$ cat config.mk
export PLATFORM = sky130hd
export DESIGN_NAME = mem_arbiter
export DESIGN_NICKNAME = d
export VERILOG_FILES = /design/src/rtl/mem_arbiter.sv
export SDC_FILE = /design/constraint.sdc
export NUM_CORES = 1
export LEC_CHECK = 0
export BUFFER_PORTS_ARGS = -buffer_cell sky130_fd_sc_hd__buf_2
export CAP_MARGIN = 20
export CELL_PAD_IN_SITES_DETAIL_PLACEMENT = 0
export CELL_PAD_IN_SITES_GLOBAL_PLACEMENT = 1
export CORE_AREA = 2 2 227 229
export DETAILED_ROUTE_END_ITERATION = 8
export DIE_AREA = 0 0 229 231
export PLACE_DENSITY_LB_ADDON = 0.1
export SLEW_MARGIN = 20
export SYNTH_ARGS = -nofsm -noshare
export SYNTH_HDL_FRONTEND = slang
export SYNTH_SLANG_ARGS = --single-unit
$ cat constraint.sdc
create_clock -name clk -period 10.65 [get_ports clk]
set_input_delay 0.5325 -clock clk [delete_from_list [all_inputs] [get_ports clk]]
set_output_delay 0.5325 -clock clk [all_outputs]
set_load 0.01 [all_outputs]
$ cat src/rtl/mem_arbiter.sv
// +----------------------------------------------------------------------------+
// | mem_arbiter: round-robin two-port arbiter/sequencer in front of `mem`,     |
// | with a local range check and a done watchdog.                              |
// | Rev 1.0                                                                    |
// +----------------------------------------------------------------------------+
`default_nettype none

module mem_arbiter #(
  parameter int DATA_W  = 64,
  parameter int DEPTH   = 1024,
  parameter int TIMEOUT = 16
) (
  input  logic              clk,
  input  logic              rst,
  input  logic              p0_req,
  input  logic              p0_we,
  input  logic [DATA_W-1:0] p0_addr,
  input  logic [DATA_W-1:0] p0_wdata,
  output logic              p0_ack,
  output logic [DATA_W-1:0] p0_rdata,
  output logic              p0_err,
  input  logic              p1_req,
  input  logic              p1_we,
  input  logic [DATA_W-1:0] p1_addr,
  input  logic [DATA_W-1:0] p1_wdata,
  output logic              p1_ack,
  output logic [DATA_W-1:0] p1_rdata,
  output logic              p1_err,
  output logic              mem_rd_en,
  output logic              mem_wr_en,
  output logic [DATA_W-1:0] mem_addr,
  output logic [DATA_W-1:0] mem_wr_data,
  input  logic [DATA_W-1:0] mem_rd_data,
  input  logic              mem_rd_done,
  input  logic              mem_wr_done
);

  localparam int                BYTES    = DATA_W / 8;
  localparam int                CNT_W    = $clog2(TIMEOUT + 1);
  localparam logic [DATA_W-1:0] MAX_ADDR = DATA_W'(DEPTH - BYTES);
  localparam logic [CNT_W-1:0]  CNT_LAST = CNT_W'(TIMEOUT - 1);

  typedef enum logic [1:0] {
    S_IDLE  = 2'd0,
    S_ISSUE = 2'd1,
    S_WAIT  = 2'd2,
    S_RESP  = 2'd3
  } state_t;

  state_t             r_state;
  state_t             w_state_nxt;
  logic               r_cur_port;
  logic               r_last_grant;
  logic               r_we;
  logic               r_err;
  logic [CNT_W-1:0]   r_cnt;

  logic               w_win;
  logic               w_sel_we;
  logic [DATA_W-1:0]  w_sel_addr;
  logic [DATA_W-1:0]  w_sel_wdata;
  logic               w_oor;
  logic               w_take;
  logic               w_done;
  logic               w_expired;

  // On a tie the port that did not win last time gets the grant.
  assign w_win       = (p0_req && p1_req) ? ~r_last_grant : p1_req;
  assign w_sel_we    = w_win ? p1_we    : p0_we;
  assign w_sel_addr  = w_win ? p1_addr  : p0_addr;
  assign w_sel_wdata = w_win ? p1_wdata : p0_wdata;
  assign w_oor       = (w_sel_addr > MAX_ADDR);
  assign w_done      = r_we ? mem_wr_done : mem_rd_done;
  assign w_expired   = (r_cnt == CNT_LAST);

  always_ff @(posedge clk or posedge rst) begin
    if (rst) r_state <= S_IDLE;
    else     r_state <= w_state_nxt;
  end

  always_comb begin
    w_state_nxt = r_state;
    w_take      = 1'b0;
    case (r_state)
      S_IDLE: begin
        if (p0_req || p1_req) begin
          w_take      = 1'b1;
          w_state_nxt = w_oor ? S_RESP : S_ISSUE;
        end
      end
      S_ISSUE: w_state_nxt = S_WAIT;
      S_WAIT: begin
        if (w_done || w_expired) w_state_nxt = S_RESP;
      end
      S_RESP:  w_state_nxt = S_IDLE;
      default: w_state_nxt = S_IDLE;
    endcase
  end

  always_ff @(posedge clk or posedge rst) begin
    if (rst) begin
      r_cur_port   <= 1'b0;
      r_last_grant <= 1'b1;
      r_we         <= 1'b0;
      r_err        <= 1'b0;
      r_cnt        <= '0;
      mem_addr     <= '0;
      mem_wr_data  <= '0;
      p0_rdata     <= '0;
      p1_rdata     <= '0;
    end else begin
      if (w_take) begin
        r_cur_port   <= w_win;
        r_last_grant <= w_win;
        r_we         <= w_sel_we;
        mem_addr     <= w_sel_addr;
        mem_wr_data  <= w_sel_wdata;
        r_err        <= w_oor;
      end
      case (r_state)
        S_ISSUE: r_cnt <= '0;
        S_WAIT: begin
          r_cnt <= r_cnt + 1'b1;
          // A matching done wins over a watchdog expiry in the same cycle.
          if (w_done) begin
            r_err <= 1'b0;
            if (!r_we) begin
              if (r_cur_port) p1_rdata <= mem_rd_data;
              else            p0_rdata <= mem_rd_data;
            end
          end else if (w_expired) begin
            r_err <= 1'b1;
            if (!r_we) begin
              if (r_cur_port) p1_rdata <= '0;
              else            p0_rdata <= '0;
            end
          end
        end
        default: ;
      endcase
    end
  end

  assign p0_ack    = (r_state == S_RESP) && !r_cur_port;
  assign p1_ack    = (r_state == S_RESP) &&  r_cur_port;
  assign p0_err    = p0_ack && r_err;
  assign p1_err    = p1_ack && r_err;
  assign mem_rd_en = (r_state == S_ISSUE) && !r_we;
  assign mem_wr_en = (r_state == S_ISSUE) &&  r_we;

endmodule

`default_nettype wire

==> results of run 1 <==
-- cells by family (layout without fill, tap and decap cells) --
kind of cell,after synthesis,after routing,share of synthesized area (%)
adders and majority gates,7,7,0.778
DFF,267,267,59.3
and+or+nand+nor,199,199,7.77
other,0,7,0
buffers and inverters,80,671,3.16
muxes,131,131,11.6
AOI/OAI and AO/OA,282,282,17.3
-- power by group through the flow --
stage	clock [W]	sequential, W	combinational (W)
3_3_place_gp	0	0.00175	0.00182
5_1_grt	0.00132	0.00180	0.00198
6_report	0.00122	0.00174	0.00179
4_1_cts	0.00127	0.00174	0.00184
3_5_place_dp	0	0.00175	0.00184
2_1_floorplan	0	0.00195	0.000742
-- cell type report --
type | count | area share (%)
diodes | 7 | 0.109
clock buffers | 54 | 6.71
clock inverters | 7 | 0.605
inverters | 9 | 0.256
multi-input cells | 619 | 26.6
flip-flops and latches | 267 | 41.4
well taps | 680 | 5.28
repair buffers | 601 | 19.0
-- metrics by stage --
step / cell area (um^2) / power, W
after floorplan: 11300 / 0.00269
final: 16100 / 0.00475
after global placement: 14900 / 0.00357
after CTS: 16100 / 0.00485
after detailed placement: 14900 / 0.00358
after global routing: 16100 / 0.00509
-- per-layer routing --
metal / share of wire, % / wire length, um / GRT usage, % / vias to the layer above
met5: 0.11 / 50 / 0 / -
li1: - / - / - / 4685
met1: 41 / 19300 / 21.3 / 4774
met3: 7.4 / 3440 / 5.45 / 65
met2: 49 / 22800 / 28.7 / 328
met4: 2.5 / 1180 / 6.17 / 10
-- cell usage after synthesis (all sizes together) --
library cell  instances
clkbuf               37
a21boi                1
ha                    7
and4                  2
nand4                 6
a31oi                 3
buf                  34
o31ai                 1
a21o                  1
and3                  1
nand3                 5
a21bo                 1
mux2i               131
nor2                  7
o22ai                 1
a41o                  1
o21ai               136
nor2b                 2
inv                   9
nor3b                 1
dfstp                 1
o32a                  1
o2111ai               2
a41oi                 1
a22o                129
nor4                 28
nor3                  3
nand2               142
a2111oi               1
a21oi                 3
and2                  2
dfrtp               266
-- sequential cells by signal, summed over array words and instances, names as in the netlist --
register and cells:
mem_addr 64, mem_wr_data 64, r_cnt 5, p1_rdata 64, r_we 1, p0_rdata 64
r_last_grant 1, r_err 1, r_state 2, r_cur_port 1
-- worst paths after layout --
check,start,end,slack [ns],depth (start not counted)
max reg2reg,r_last_grant$_DFFE_PP1P_,r_state[1]$_DFFE_PP0P_,7.06,7
min,rst,mem_wr_data[11]$_DFFE_PP0P_,0.11,2
max in group asynchronous,rst,p0_rdata[46]$_DFFE_PP0P_,9.10,3
min in group clk,mem_rd_data[37],p1_rdata[37]$_DFFE_PP0P_,0.23,2
min reg2reg,mem_addr[44]$_DFFE_PP0P_,mem_addr[44]$_DFFE_PP0P_,0.47,2
max,r_last_grant$_DFFE_PP1P_,r_state[1]$_DFFE_PP0P_,7.06,7
==> out/results.tsv, run 1 <==
stage	metric	value	unit
power	combinational power share	37.7	%
critical_path	worst path cell trace	a21bo_4 > buf_4 > buf_4 > nand3_1 > nor3_1 > a41o_1 > a41oi_2	
power	Pint	0.00298	W
final_layout	Non-Filler Instances	2244	
critical_path	kind of critical path	flop to flop	
timing	TNS Setup	0	ns
critical_path	Data required, critical path	11.03	ns
clock_network	CTS Hold Bufs	0	
detailed_routing	DR vias	9862	
placed_design	I/O Buffers	589	
placed_design	Setup WS pre-CTS	6.87	ns
timing	Final Cycle Share	33.7	%
critical_path	Crit path largest cell delay	0.76	ns
global_routing	vias in the first global route	10500	
power	Clk pwr share	25.7	%
run	number of max-cap violations	0	
critical_path	CP max FO	45	
detailed_routing	drt first-iter violations	436	
final_layout	layout cells sized above 1	42.6	%
clock_network	clk root buf	clkbuf_16	
timing	minimum clock period	3.59	ns
timing	Hold Violations, Final	0	
clock_network	Resized cells post-CTS	0	
critical_path	WP data arrival	3.97	ns
detailed_routing	Pre-Repair DR Iteration Count	5	
power	Pwr per Cell Area	294	mW/mm^2
detailed_routing	Wirelength per Cell	20.9	um
final_layout	Fill cells	5401	
critical_path	critical path endpoint category	flop	
clock_network	CTS tree	yes	
clock_network	clock buffer depth	3	
detailed_routing	Via density	4.39	
logic_synthesis	Synth area leader	dfrtp_1	
final_layout	most frequent cells in the layout	589 x buf_2, 266 x dfrtp_1, 142 x nand2_1, 131 x mux2i_1, 129 x a22o_1	
timing	RSZ-0062 raised after global routing	no	
global_routing	initial antenna violation count	13	
final_layout	multi-input logic area	0.00429	mm^2
detailed_routing	residual DRC count	0	
timing	FMAX	279	MHz
logic_synthesis	Synth top area share	59.1	%
global_routing	gr usage total	17.4	%
logic_synthesis	Synth Area per Inst	11.7	um^2
floorplan	row cnt	83	
floorplan	Die Ht	231	um
logic_synthesis	Seq/Total Area, Yosys	59.3	%
placed_design	hpwl dp	34.5	mm
power	switching pwr	0.00177	W
detailed_routing	Routed WL	46.8	mm
global_routing	overflow left after global routing	0	
worst_hold_path	Hold Crit Class	input port to async pin	
placed_design	Placed Cells incl. Taps	2176	
detailed_routing	ANT nets after route	0	
clock_network	Clock Sinks	267	
critical_path	slowest CP cell	buf_4	
floorplan	Top Ports	590	
timing	Setup violations, final	0	
power	leakage	8.68	nW
global_routing	largest net degree at the start of global routing	158	
clock_network	clk slew on worst S/H paths	0.05	ns
floorplan	core area	0.0507	mm^2
logic_synthesis	flops & latches, synth	267	
timing	Fin Clk Skew	0.0195	ns
clock_network	Num CTS Buffers	37	
power	worst vdd ir	107	uV
logic_synthesis	distinct cell type count after synthesis	38	
clock_network	Worst-Skew Late Latency	0.54	ns
clock_network	H-Tree Depth	2	
timing	max_slew headroom	38.1	%
logic_synthesis	yosys warns	0	
global_routing	first-pass GRT wire length	69.2	mm
final_layout	Layout Utilization	31.8	%
timing	WHS	0.114	ns
clock_network	post-CTS setup buffers	0	
timing	Slew @ Worst Pin	0.929	ns
logic_synthesis	Post-Syn Instances	966	
run_status	outcome	finished clean	
logic_synthesis	Syn Nets	1301	
placed_design	final RePlAce weighted congestion	0.802	
timing	final max-slew violation count	0	
floorplan	Initial Utilization	22.2	%
critical_path	Worst setup SP type	flop	
final_layout	storage element area	0.00668	mm^2
floorplan	die area	0.0529	mm^2
floorplan	Die W	229	um
logic_synthesis	Syn Std Cell Area	0.0113	mm^2
logic_synthesis	Synth area leaders	dfrtp_1 59%, mux2i_1 12%, a22o_1 10%	
critical_path	Worst Path Buf+Inv	2	
final_layout	commonest non-fill, non-tap cell in the layout	buf_2	
power	Sw Share	37.2	%
final_layout	Layout area overhead	43.2	%
timing	PnR worst setup slack	7.06	ns
critical_path	most frequent cell on the critical path	buf_4	
final_layout	nets	1870	
power	sequential share of power	36.6	%
critical_path	Largest delay share family, worst path	buffers and inverters	
No activity file was read; power rests on OpenSTA's default activity.
==> run 2, diff against run 1 <==
Settings changed: CORE_AREA 2 2 227 229 to 2 2 228 230, DIE_AREA 0 0 229 231 to 0 0 230 232.
Clock period 10.65 ns to 3.29 ns, I/O delays scaled along.
==> run 2 against run 1 <==
Final cell count grew 14%. Total power grew to 3.4 times the previous value. Sequential share of layout area shrank 7.1 points. Global-route usage grew 0.74 points. Non-clock buffer count grew 326. Clock skew shrank 0.0014 ns. Core utilization grew 6.4 points. Register-to-register slack lost 6.5 ns. First-iteration DRC count grew 37%. Die area grew 0.87%. Combinational power grew to 3.5 times the previous value. Clock power grew to 3.3 times the previous value. Largest cell class unchanged.
==> out/results.tsv, run 2 (synthesis results as in run 1) <==
stage	metric	value	unit
critical_path	Crit path largest cell delay	0.58	ns
critical_path	Data required, critical path	3.69	ns
critical_path	worst path cell trace	a21bo_4 > buf_4 > buf_4 > mux2i_1 > dlygate4sd3_1 > o21ai_0	
final_layout	most frequent cells in the layout	589 x buf_2, 323 x dlygate4sd3_1, 266 x dfrtp_1, 142 x nand2_1, 131 x mux2i_1	
power	Pint	0.0102	W
final_layout	nets	2194	
clock_network	Num CTS Buffers	35	
timing	RSZ-0062 raised after global routing	no	
timing	final max-slew violation count	0	
final_layout	commonest non-fill, non-tap cell in the layout	buf_2	
floorplan	die area	0.0534	mm^2
detailed_routing	Pre-Repair DR Iteration Count	4	
power	Pwr per Cell Area	819	mW/mm^2
critical_path	Worst Path Buf+Inv	3	
power	worst vdd ir	351	uV
final_layout	layout cells sized above 1	35.3	%
timing	Setup violations, final	0	
clock_network	CTS tree	yes	
detailed_routing	Routed WL	49.1	mm
critical_path	CP max FO	29	
power	sequential share of power	35.4	%
placed_design	Setup WS pre-CTS	0.970	ns
timing	FMAX	370	MHz
timing	Final Cycle Share	82.0	%
power	Sw Share	36.2	%
placed_design	hpwl dp	35.1	mm
global_routing	largest net degree at the start of global routing	129	
timing	minimum clock period	2.70	ns
floorplan	Die W	230	um
clock_network	Resized cells post-CTS	0	
critical_path	most frequent cell on the critical path	buf_4	
critical_path	worst reg2reg startpoint	r_last_grant$_DFFE_PP1P_	
floorplan	Initial Utilization	22.1	%
critical_path	Stages on worst setup path	6	
global_routing	first-pass GRT wire length	73.8	mm
critical_path	WP data arrival	3.10	ns
floorplan	Die Ht	232	um
power	combinational power share	39.7	%
floorplan	core area	0.0509	mm^2
power	leakage	10.1	nW
detailed_routing	residual DRC count	0	
detailed_routing	ANT nets after route	0	
critical_path	slowest CP cell	dfstp_2	
floorplan	row cnt	83	
worst_hold_path	Hold Crit Class	input port to flop	
worst_hold_path	Worst Hold Launch	p1_addr[31]	
clock_network	Clock Sinks	267	
worst_hold_path	hold path depth	3	
timing	Hold Violations, Final	0	
timing	WHS	0.0185	ns
power	switching pwr	0.00577	W
clock_network	H-Tree Depth	2	
placed_design	I/O Buffers	589	
detailed_routing	Wirelength per Cell	19.1	um
floorplan	Top Ports	590	
detailed_routing	DR vias	11000	
global_routing	overflow left after global routing	0	
critical_path	Largest delay share family, worst path	buffers and inverters	
clock_network	clock buffer depth	3	
timing	max_slew headroom	38.6	%
run	number of max-cap violations	0	
timing	Fin Clk Skew	0.0182	ns
global_routing	initial antenna violation count	8	
final_layout	Layout area overhead	72.8	%
placed_design	final RePlAce weighted congestion	0.811	
clock_network	clk root buf	clkbuf_16	
detailed_routing	Via density	4.30	
run_status	outcome	finished clean	
critical_path	R2R cell count	6	
critical_path	Critical Path Start	r_last_grant$_DFFE_PP1P_	
timing	PnR worst setup slack	0.591	ns
power	Clk pwr share	24.9	%
global_routing	vias in the first global route	12000	
global_routing	gr usage total	18.1	%
critical_path	Worst setup SP type	flop	
clock_network	clk slew on worst S/H paths	0.06	ns
critical_path	kind of critical path	flop to flop	
clock_network	Worst-Skew Late Latency	0.53	ns
final_layout	Layout Utilization	38.2	%
timing	Slew @ Worst Pin	0.913	ns
critical_path	critical path endpoint category	flop	
detailed_routing	drt first-iter violations	599	
run 2: cell types whose count changed in the layout (fill, tap and decap cells not counted), sizes merged:
cell	previous run	this run
clkbuf	54	51
clkinvlp	2	1
buf	601	604
dlygate4sd3	0	323
diode	7	6
inv	10	8
bufinv	2	4
run 2: tightest hold or removal path, cell delays in order:
cell,delay (ns)
buf_2,0.09
mux2i_1,0.10
o21ai_0,0.16
run 2: power by group through the flow:
stage	clock network, W	logic (W)	registers [W]
global placement	0	0.00592	0.00568
global route	0.00426	0.00696	0.00585
detailed placement	0	0.00597	0.00566
floorplan	0	0.00240	0.00630
CTS	0.00412	0.00647	0.00565
finish	0.00397	0.00632	0.00564
run 2: layer usage:
metal	vias to the layer above	GRT usage, %	wire [um]
met5	-	0	13
met4	2	6.67	1320
met3	59	5.39	3400
met2	340	30.7	23900
met1	5312	21.7	20400
li1	5316	-	-
run 2: repair_timing:
| action | in CTS | in global routing |
|---|---|---|
| hold buffers | 323 | 0 |
| hold endpoints to repair | 445 | 0 |
| setup buffers | 0 | 0 |
run 2: final timing paths:
path	to	slack, ns
max in group asynchronous	p0_rdata[22]$_DFFE_PP0P_	2.15
worst min register to register	mem_wr_data[42]$_DFFE_PP0P_	0.47
worst min-delay path	mem_addr[31]$_DFFE_PP0P_	0.02
worst max-delay path	mem_addr[23]$_DFFE_PP0P_	0.59
min in group asynchronous	mem_wr_data[14]$_DFFE_PP0P_	0.11
worst max register to register	mem_addr[23]$_DFFE_PP0P_	0.59
run 2: stage by stage:
stage	total power (W)	cells	area, um^2	TNS, ns
global placement	0.0116	2179	15000	0
floorplan	0.00870	966	11300	-106.18
global route	0.0171	2565	19500	0
CTS	0.0162	2559	19400	0
finish	0.0159	2565	19500	0
detailed placement	0.0116	2179	15000	0
run 2: final cells by class:
class	instances	area (um^2)
fill	5250	31400
sequential	267	6680
timing repair buffer	927	6420
multi-input combinational	619	4290
clock buffer	51	1040
tap	680	851
clock inverter	6	130
inverter	9	37.5
antenna	6	15.0
==> run 3, diff against run 2 <==
Clock period 3.29 ns to 2.16 ns, I/O delays scaled along.
==> run 3 against run 2 <==
Core utilization grew 1.1 points. Fmax grew 28%. Worst setup slack lost 0.54 ns. Count of clock-buffer cells in the layout shrank 5. Largest cell class is now non-clock buffers. Combinational power grew 60%. First-iteration DRC count shrank 21%. Global-route usage grew 0.22 points.
==> out/results.tsv, run 3 (synthesis results as in run 1) <==
stage	metric	value	unit
floorplan	Die Ht	232	um
critical_path	critical path endpoint category	flop	
floorplan	Initial Utilization	22.1	%
worst_hold_path	Hold Crit Class	input port to flop	
final_layout	commonest non-fill, non-tap cell in the layout	buf_2	
power	worst vdd ir	639	uV
critical_path	Crit path largest cell delay	0.58	ns
run	number of max-cap violations	0	
detailed_routing	Wirelength per Cell	19.6	um
critical_path	R2R cell count	7	
timing	Slew @ Worst Pin	0.868	ns
run_status	outcome	finished clean	
timing	Final Cycle Share	97.4	%
global_routing	first-pass GRT wire length	74.4	mm
global_routing	gr usage total	18.3	%
final_layout	most frequent cells in the layout	589 x buf_2, 325 x dlygate4sd3_1, 266 x dfrtp_1, 142 x nand2_1, 131 x mux2i_1	
critical_path	worst path cell trace	a21bo_4 > buf_12 > buf_12 > clkbuf_16 > mux2i_1 > dlygate4sd3_1 > o21ai_0	
critical_path	Data required, critical path	2.57	ns
critical_path	kind of critical path	flop to flop	
critical_path	Worst setup SP type	flop	
global_routing	overflow left after global routing	0	
global_routing	initial antenna violation count	11	
placed_design	I/O Buffers	589	
final_layout	Non-Filler Instances	2613	
placed_design	post-place instance area	0.0153	mm^2
timing	final max-slew violation count	0	
final_layout	nets	2238	
detailed_routing	DR vias	11400	
clock_network	Worst-Skew Late Latency	0.54	ns
placed_design	final RePlAce weighted congestion	0.800	
timing	FMAX	475	MHz
floorplan	row cnt	83	
final_layout	Layout Utilization	39.4	%
critical_path	WP data arrival	2.52	ns
critical_path	Worst Path Buf+Inv	4	
detailed_routing	Pre-Repair DR Iteration Count	5	
final_layout	layout cells sized above 1	36.9	%
final_layout	Layout area overhead	77.9	%
power	Pwr per Cell Area	1240	mW/mm^2
worst_hold_path	hold path depth	4	
clock_network	Num CTS Buffers	36	
timing	Hold Violations, Final	0	
clock_network	clk root buf	clkbuf_16	
placed_design	hpwl dp	36.6	mm
critical_path	slowest CP cell	dfstp_2	
timing	Fin Clk Skew	0.00898	ns
detailed_routing	Routed WL	51.2	mm
global_routing	vias in the first global route	12200	
clock_network	Clock Sinks	267	
placed_design	Placed Cells incl. Taps	2201	
critical_path	most frequent cell on the critical path	buf_12	
clock_network	clock buffer depth	3	
timing	PnR worst setup slack	0.0553	ns
floorplan	core area	0.0509	mm^2
detailed_routing	ANT nets after route	0	
timing	max_slew headroom	41.9	%
floorplan	Die W	230	um
critical_path	CP max FO	13	
detailed_routing	residual DRC count	0	
timing	TNS Setup	0	ns
floorplan	Top Ports	590	
global_routing	largest net degree at the start of global routing	90	
floorplan	die area	0.0534	mm^2
timing	minimum clock period	2.10	ns
clock_network	clk slew on worst S/H paths	0.06	ns
critical_path	Stages on worst setup path	7	
final_layout	Final Cell Area	0.0200	mm^2
critical_path	Largest delay share family, worst path	buffers and inverters	
clock_network	CTS tree	yes	
detailed_routing	Via density	4.37	
power	leakage	10.4	nW
detailed_routing	drt first-iter violations	475	
placed_design	Setup WS pre-CTS	0.207	ns
clock_network	H-Tree Depth	2	
timing	Setup violations, final	0	
==> run 3: final cells by class <==
cell class / count / area (um^2)
fillers: 5164 / 30800
multi-input cells: 619 / 4290
repair buffers: 970 / 6960
well taps: 680 / 851
flip-flops and latches: 267 / 6680
inverters: 9 / 37.5
clock inverters: 12 / 196
diodes: 10 / 25.0
clock buffers: 46 / 1000
==> run 3: repair_timing <==
item / CTS / global route
gates resized for setup: 0 / 7
hold buffers: 325 / 0
hold endpoints to repair: 464 / 0
buffers inserted: 0 / 16
setup endpoints to repair: 0 / 46
==> run 3: report_power, final <==
| part | internal, W | switching [W] | leakage (nW) | total [W] |
|---|---|---|---|---|
| Combinational | 0.00460 | 0.00546 | 6.45 | 0.0101 |
| Clock | 0.00385 | 0.00233 | 0.591 | 0.00618 |
| Sequential | 0.00732 | 0.00125 | 3.34 | 0.00857 |
| Total | 0.0158 | 0.00903 | 10.4 | 0.0248 |
==> run 3: layer usage <==
layer,part of all wire [%],vias up,wire [um],track usage [%]
li1,-,5414,-,-
met5,0.023,-,12,0
met2,48,396,24400,30.5
met4,3.9,2,2010,8.00
met3,6.3,96,3250,5.21
met1,42,5506,21500,22.0
==> run 3: path summary, 6_finish.rpt <==
check / slack [ns] / from / endpoint
setup / recovery: 0.06 / r_last_grant$_DFFE_PP1P_ / mem_addr[62]$_DFFE_PP0P_
hold / removal: 0.05 / mem_wr_done / r_err$_DFF_PP0_
setup reg to reg: 0.06 / r_last_grant$_DFFE_PP1P_ / mem_addr[62]$_DFFE_PP0P_
hold reg to reg: 0.47 / mem_addr[46]$_DFFE_PP0P_ / mem_addr[46]$_DFFE_PP0P_
max in group asynchronous: 1.27 / rst / mem_addr[2]$_DFFE_PP0P_
min in group asynchronous: 0.09 / rst / p0_rdata[42]$_DFFE_PP0P_
==> run 3: tightest hold or removal path: cells and delay by family <==
family,cells,cell delay (ns)
AOI/OAI and AO/OA,2,0.26
buffers and inverters,1,0.09
muxes,1,0.09
==> run 3: stage by stage <==
step | hold slack, ns | power, W
after floorplan | 0.171 | 0.0133
after global placement | 0.0721 | 0.0179
after detailed placement | 0.0727 | 0.0180
after CTS | 0.0143 | 0.0250
after global routing | 0.0939 | 0.0265
final | 0.0504 | 0.0248
